$ cat src/rtl/ram_clear_ctrl.sv
// ram_clear_ctrl: sweeps the whole main RAM with a fill pattern after reset or
// on request, then passes the core's RAM port straight through to the array.
//
// Ports:
//   clk_sys  system clock
//   reset    asynchronous active-high reset; restarts a full sweep on release
//   start    synchronous request to (re)start a sweep from address 0
//   mode     fill pattern: 0 constant, 1 stripe, 2 address low bits, 3 zero
//   ce       sweep advance enable; one RAM write per cycle with ce=1
//   cpu_*    core RAM port (address, write data, write enable, chip select)
//   mem_*    RAM array port; mem_we is already qualified with chip select
//   busy     high while a sweep is armed or running (core must be held)
//   done     one-cycle pulse in the first cycle after a sweep completes
//
// The RAM array outputs are combinational from the state registers (and from
// the core port in IDLE) so that a write lands in the same cycle it is
// presented; busy is decoded from the state register.

module ram_clear_ctrl #(
  parameter int unsigned       ADDR_W      = 16,
  parameter int unsigned       DATA_W      = 8,
  parameter logic [DATA_W-1:0] FILL_VALUE  = '1,
  // Address bit selecting the stripe polarity; must be below ADDR_W.
  parameter int unsigned       STRIPE_LOG2 = 7
) (
  input  logic              clk_sys,
  input  logic              reset,
  input  logic              start,
  input  logic [1:0]        mode,
  input  logic              ce,
  input  logic [ADDR_W-1:0] cpu_ad,
  input  logic [DATA_W-1:0] cpu_d,
  input  logic              cpu_we,
  input  logic              cpu_cs,
  output logic [ADDR_W-1:0] mem_ad,
  output logic [DATA_W-1:0] mem_d,
  output logic              mem_we,
  output logic              busy,
  output logic              done
);

  localparam int unsigned       CNT_W    = ADDR_W;
  localparam logic [CNT_W-1:0]  CNT_LAST = '1;
  localparam logic [CNT_W-1:0]  CNT_ONE  = CNT_W'(1);

  localparam logic [1:0] MODE_CONST  = 2'd0;
  localparam logic [1:0] MODE_STRIPE = 2'd1;
  localparam logic [1:0] MODE_ADDR   = 2'd2;

  typedef enum logic [1:0] {
    ST_ARM   = 2'd0,
    ST_CLEAR = 2'd1,
    ST_IDLE  = 2'd2
  } state_t;

  state_t           state;
  logic [CNT_W-1:0] cnt;
  logic [1:0]       mode_q;

  // Fill pattern for one sweep location.
  function automatic logic [DATA_W-1:0] pat(input logic [1:0]       m,
                                            input logic [CNT_W-1:0] a);
    logic [DATA_W-1:0] p;
    p = '0;
    case (m)
      MODE_CONST:  p = FILL_VALUE;
      MODE_STRIPE: p = a[STRIPE_LOG2] ? ~FILL_VALUE : FILL_VALUE;
      MODE_ADDR:   p = DATA_W'(a);
      default:     p = '0;
    endcase
    return p;
  endfunction

  // Sweep sequencer: ARM lasts one cycle, CLEAR walks every address once per
  // ce cycle, IDLE hands the bus to the core. start wins from any state and
  // abandons a partial sweep without a done pulse.
  always_ff @(posedge clk_sys or posedge reset) begin
    if (reset) begin
      state  <= ST_ARM;
      cnt    <= '0;
      mode_q <= 2'd0;
      done   <= 1'b0;
    end else begin
      done <= 1'b0;
      if (start) begin
        state <= ST_ARM;
        cnt   <= '0;
      end else begin
        case (state)
          ST_ARM: begin
            // Pattern mode is frozen for the whole sweep.
            mode_q <= mode;
            cnt    <= '0;
            state  <= ST_CLEAR;
          end
          ST_CLEAR: begin
            if (ce) begin
              // Wraps to zero on the last location.
              cnt <= cnt + CNT_ONE;
              if (cnt == CNT_LAST) begin
                state <= ST_IDLE;
                done  <= 1'b1;
              end
            end
          end
          ST_IDLE: begin
            state <= ST_IDLE;
          end
          default: begin
            state <= ST_ARM;
          end
        endcase
      end
    end
  end

  // RAM port steering: sweep writes while busy, core pass-through in IDLE.
  // Reset forces ARM, so mem_we drops and busy rises without waiting for clk.
  always_comb begin
    mem_ad = '0;
    mem_d  = '0;
    mem_we = 1'b0;
    busy   = 1'b1;
    case (state)
      ST_CLEAR: begin
        mem_ad = cnt;
        mem_d  = pat(mode_q, cnt);
        mem_we = ce;
      end
      ST_IDLE: begin
        mem_ad = cpu_ad;
        mem_d  = cpu_d;
        mem_we = cpu_we & cpu_cs;
        busy   = 1'b0;
      end
      default: begin
        mem_ad = '0;
        mem_d  = '0;
        mem_we = 1'b0;
        busy   = 1'b1;
      end
    endcase
  end

endmodule

$ cat config.mk
export PLATFORM = sky130hd
export DESIGN_NAME = ram_clear_ctrl
export DESIGN_NICKNAME = d
export VERILOG_FILES = /design/src/rtl/ram_clear_ctrl.sv
export SDC_FILE = /design/constraint.sdc
export NUM_CORES = 1
export LEC_CHECK = 0
export ABC_AREA = 0
export ABC_CLOCK_PERIOD_IN_PS = 3870
export CAP_MARGIN = 20
export CORE_ASPECT_RATIO = 2
export CORE_MARGIN = 5
export CORE_UTILIZATION = 48
export CTS_CLUSTER_DIAMETER = 120
export DETAILED_ROUTE_END_ITERATION = 8
export PLACE_DENSITY = 0.85
export SKIP_LAST_GASP = 1
export SLEW_MARGIN = 20
export SYNTH_ARGS = -nofsm -noshare
export SYNTH_HDL_FRONTEND = slang
export SYNTH_SLANG_ARGS = --single-unit
$ cat constraint.sdc
create_clock -name clk_sys -period 3.87 [get_ports clk_sys]
set_input_delay 0.387 -clock clk_sys [delete_from_list [all_inputs] [get_ports clk_sys]]
set_output_delay 0.387 -clock clk_sys [all_outputs]
set_load 0.05 [all_outputs]
==> metrics.md <==
| Metric | Value |
|---|---|
| Status | `completed` |
| Mapped Cells | `194` |
| Syn_area_per_cell | `8.34 µm²` |
| Final period util | `roughly 87%` |
| Post-CTS Repair Setup Buffers | `0` |
| Root buf cell | `clkbuf_8` |
| #FFs+latches synth | `21` |
| First-pass GRT wire length | `around 7500 µm` |
| # IOs | `~60` |
| Clock latency on the worst-skew pair | `260 ps` |
| Largest family of logic cells by synthesized area | `simple AND/OR/NAND/NOR gates` |
| Simple-gate share of the synthesized area | `a little over a quarter` |
| Gpl congestion | `between 0.8 and 0.9` |
| Final setup vio count | `0` |
| Critical path type | `reg2out` |
| Routed vias | `1660` |
| Initial Util | `48.4%` |
| XOR/XNOR Fraction of Synth Area | `0%` |
| Drt drc | `0` |
| Slowest-stage cell, CP | `clkdlybuf4s50_1` |
| Largest net degree at the start of global routing | `27` |
| Leak | `0.000754 µW` |
| H-tree Lvls | `1` |
| Max incr delay on CP | `between 800 and 900 ps` |
| TritonCTS clock tree | `done` |
| Predominant post-synthesis flop cell | `dfrtp_1` |
| # rows | `30` |
| Fin nets | `between 200 and 300` |
| Resized cells post-CTS | `0` |
| Die Y-Extent | `92.1 µm` |
| Hold Path Cell Cnt | `2` |
| Gr ovfl total | `0` |
| Post-Synthesis Cell Area | `0.00162 mm²` |
| Vias per cell | `5.99` |
| Post-synth top area share | `between 30% and 40%` |
| Layout cells sized above 1 | `4.90%` |
| ANT nets after route | `0` |
| Tmin final | `between 3000 and 4000 ps` |
| Most frequent cells in the layout | `clkdlybuf4s50_1, a22oi_1, dfrtp_1` |
| HP Class | `reg2reg` |
| Worst-path cell chain | `inv_1, ha_1, nor2b_1, a22oi_1, a21boi_0, clkdlybuf4s50_1` |
| PD cells | `577 mW/mm²` |
| WP data required | `3480 ps` |
| Bufs on Longest Clock Path | `2` |
| Sink Count | `21` |
| Async S/R FF share, synth | `100%` |
| RSZ-0062 raised after global routing | `false` |
| First DRT Iteration DRCs | `74` |
| Kind of cell adding the most delay to the critical path | `buffers and inverters` |
| TNS Setup | `0 ps` |
| CP Buf/Inv Count | `2` |
| Slew Viols, Final | `0` |
| CTS buffer count | `3` |
| Yosys cell types | `34` |
| HPWL Detailed | `about 3600 µm` |
| Leading post-synthesis cells by cell area | `dfrtp_1, a22oi_1, nor2b_1, a21boi_0, mux2i_1` |
| Most common cell after layout, fill and taps aside | `clkdlybuf4s50_1` |
| Initial antenna violation count | `0` |
| Nets in the synthesized netlist | `around 230` |
| Reg2Reg Setup Slack | `1540 ps` |
| Critical Path Source Type | `register` |
| Die Area | `between 0.004 and 0.005 mm²` |
| Worst-Margin Slew | `825 ps` |
| GRT Total Usage | `20.3%` |
| Synth Area in Compound Gates | `about 25%` |
| Adder-cell share of the synthesized area | `3.87%` |
| Routed wire length per instance | `~17 µm` |
| CP Capture Type | `output pin` |
| Max Cap Viol | `0` |
| Fmax | `298 MHz` |
| Skew final | `1.29 ps` |
| Total number of yosys warnings | `0` |
| Hold Violations, Final | `0` |
| Depth of the worst register-to-register path | `8` |
| Worst path depth | `6` |
| Clock Pin Slew Worst Setup and Hold Paths | `80 ps` |
| Power consumption | `1300 µW` |
| Core ar. | `0.00334 mm²` |
| N_diodes | `0` |
| First-pass DRT Iterations | `4` |
| Final Routed Wirelength | `4700 µm` |
| Area growth syn-to-layout | `39.2%` |
| Hold buffer count at CTS | `0` |
| Slew headroom | `between 40 and 50%` |
| Largest area contributor in the netlist | `dfrtp_1` |
| Die width | `51.1 µm` |
| Post-synthesis sequential area ratio | `32.5%` |
| Worst VDD drop | `0.000428 V` |
| Peak fanout along the critical path | `13` |
| Critical path arrival | `2960 ps` |
| Vias in the first global route | `1670` |
| Port Buffers | `58` |
| Post-synthesis mux area share | `5.72%` |
| Post-synth EDFFs | `0` |
==> final cells by class <==
type / instances / area [µm²]
fillers: 282 / 1090
multi-input cells: 148 / 997
repair buffers: 61 / 603
flip-flops and latches: 21 / 526
clock buffers: 4 / 45.0
inverters: 11 / 41.3
well taps: 32 / 40.0
==> per-stage QoR <==
stage / util [%] / hold WS (ps) / cell area [µm²] / cells / worst slack, ps
finish: 67.4 / 561 / 2250 / 277 / 518
global route: 67.4 / 588 / 2250 / 277 / 278
CTS: 67.4 / 569 / 2250 / 277 / 523
detailed placement: 66.1 / 556 / 2210 / 273 / 806
global placement: 66.1 / 537 / 2210 / 273 / 876
floorplan: - / 364 / 1620 / 194 / 1090
==> worst reg2reg max path, delay by kind of cell (launching register included) <==
family | cells | cell delay [ps]
AO/OA/AOI/OAI | 1 | 140
AND/OR/NAND/NOR | 2 | 150
multiplexers | 1 | 310
flip-flops | 1 | 470
buffers and inverters | 3 | 680
adder cells (fa/ha/maj) | 1 | 450
==> routing by layer <==
metal  routed length (µm)  global-route usage (%)
met1                 1690                    19.6
met3                  183                    1.95
met4                  117                    9.89
met2                 2700                    39.8
met5                    0                       0
==> synthesized netlist by cell type, types with 2 or more instances <==
cell,n
a21boi_0,10
a21oi_1,9
a22oi_1,24
clkbuf_1,12
dfrtp_1,21
ha_1,5
inv_1,11
mux2i_1,7
nand2_1,16
nand2b_1,6
nand3_1,3
nand4_1,2
nor2_1,7
nor2b_1,18
nor4_1,4
nor4b_1,2
o21ai_0,6
o31ai_1,4
or3_1,8
or4_1,5
==> power breakdown <==
part	total [µW]	switching (µW)	internal (µW)	leakage (µW)
sequential	269	27.1	242	0.000288
clock	145	71.8	73.4	0.0000228
combinational	886	554	332	0.000444
total	1300	653	647	0.000754
==> cells by family after synthesis <==
family / Yosys count
compound gates: 58
fa+ha+maj: 5
buf+inv: 25
flops: 21
mux: 9
simple gates: 76
==> final timing paths <==
path,from,to
worst min-delay path,cnt[15],cnt[15]
max in group asynchronous,reset,mode_q[1]
worst max-delay path,state[1],mem_d[0]
worst max register to register,state[1],cnt[13]
worst min register to register,cnt[15],cnt[15]
min in group asynchronous,reset,cnt[9]
==> registers in the layout, summed over array words and instances, names as in the netlist <==
signal / flops
cnt: 16
state: 2
mode_q: 2
done: 1
(Power assumes the default switching activity.)
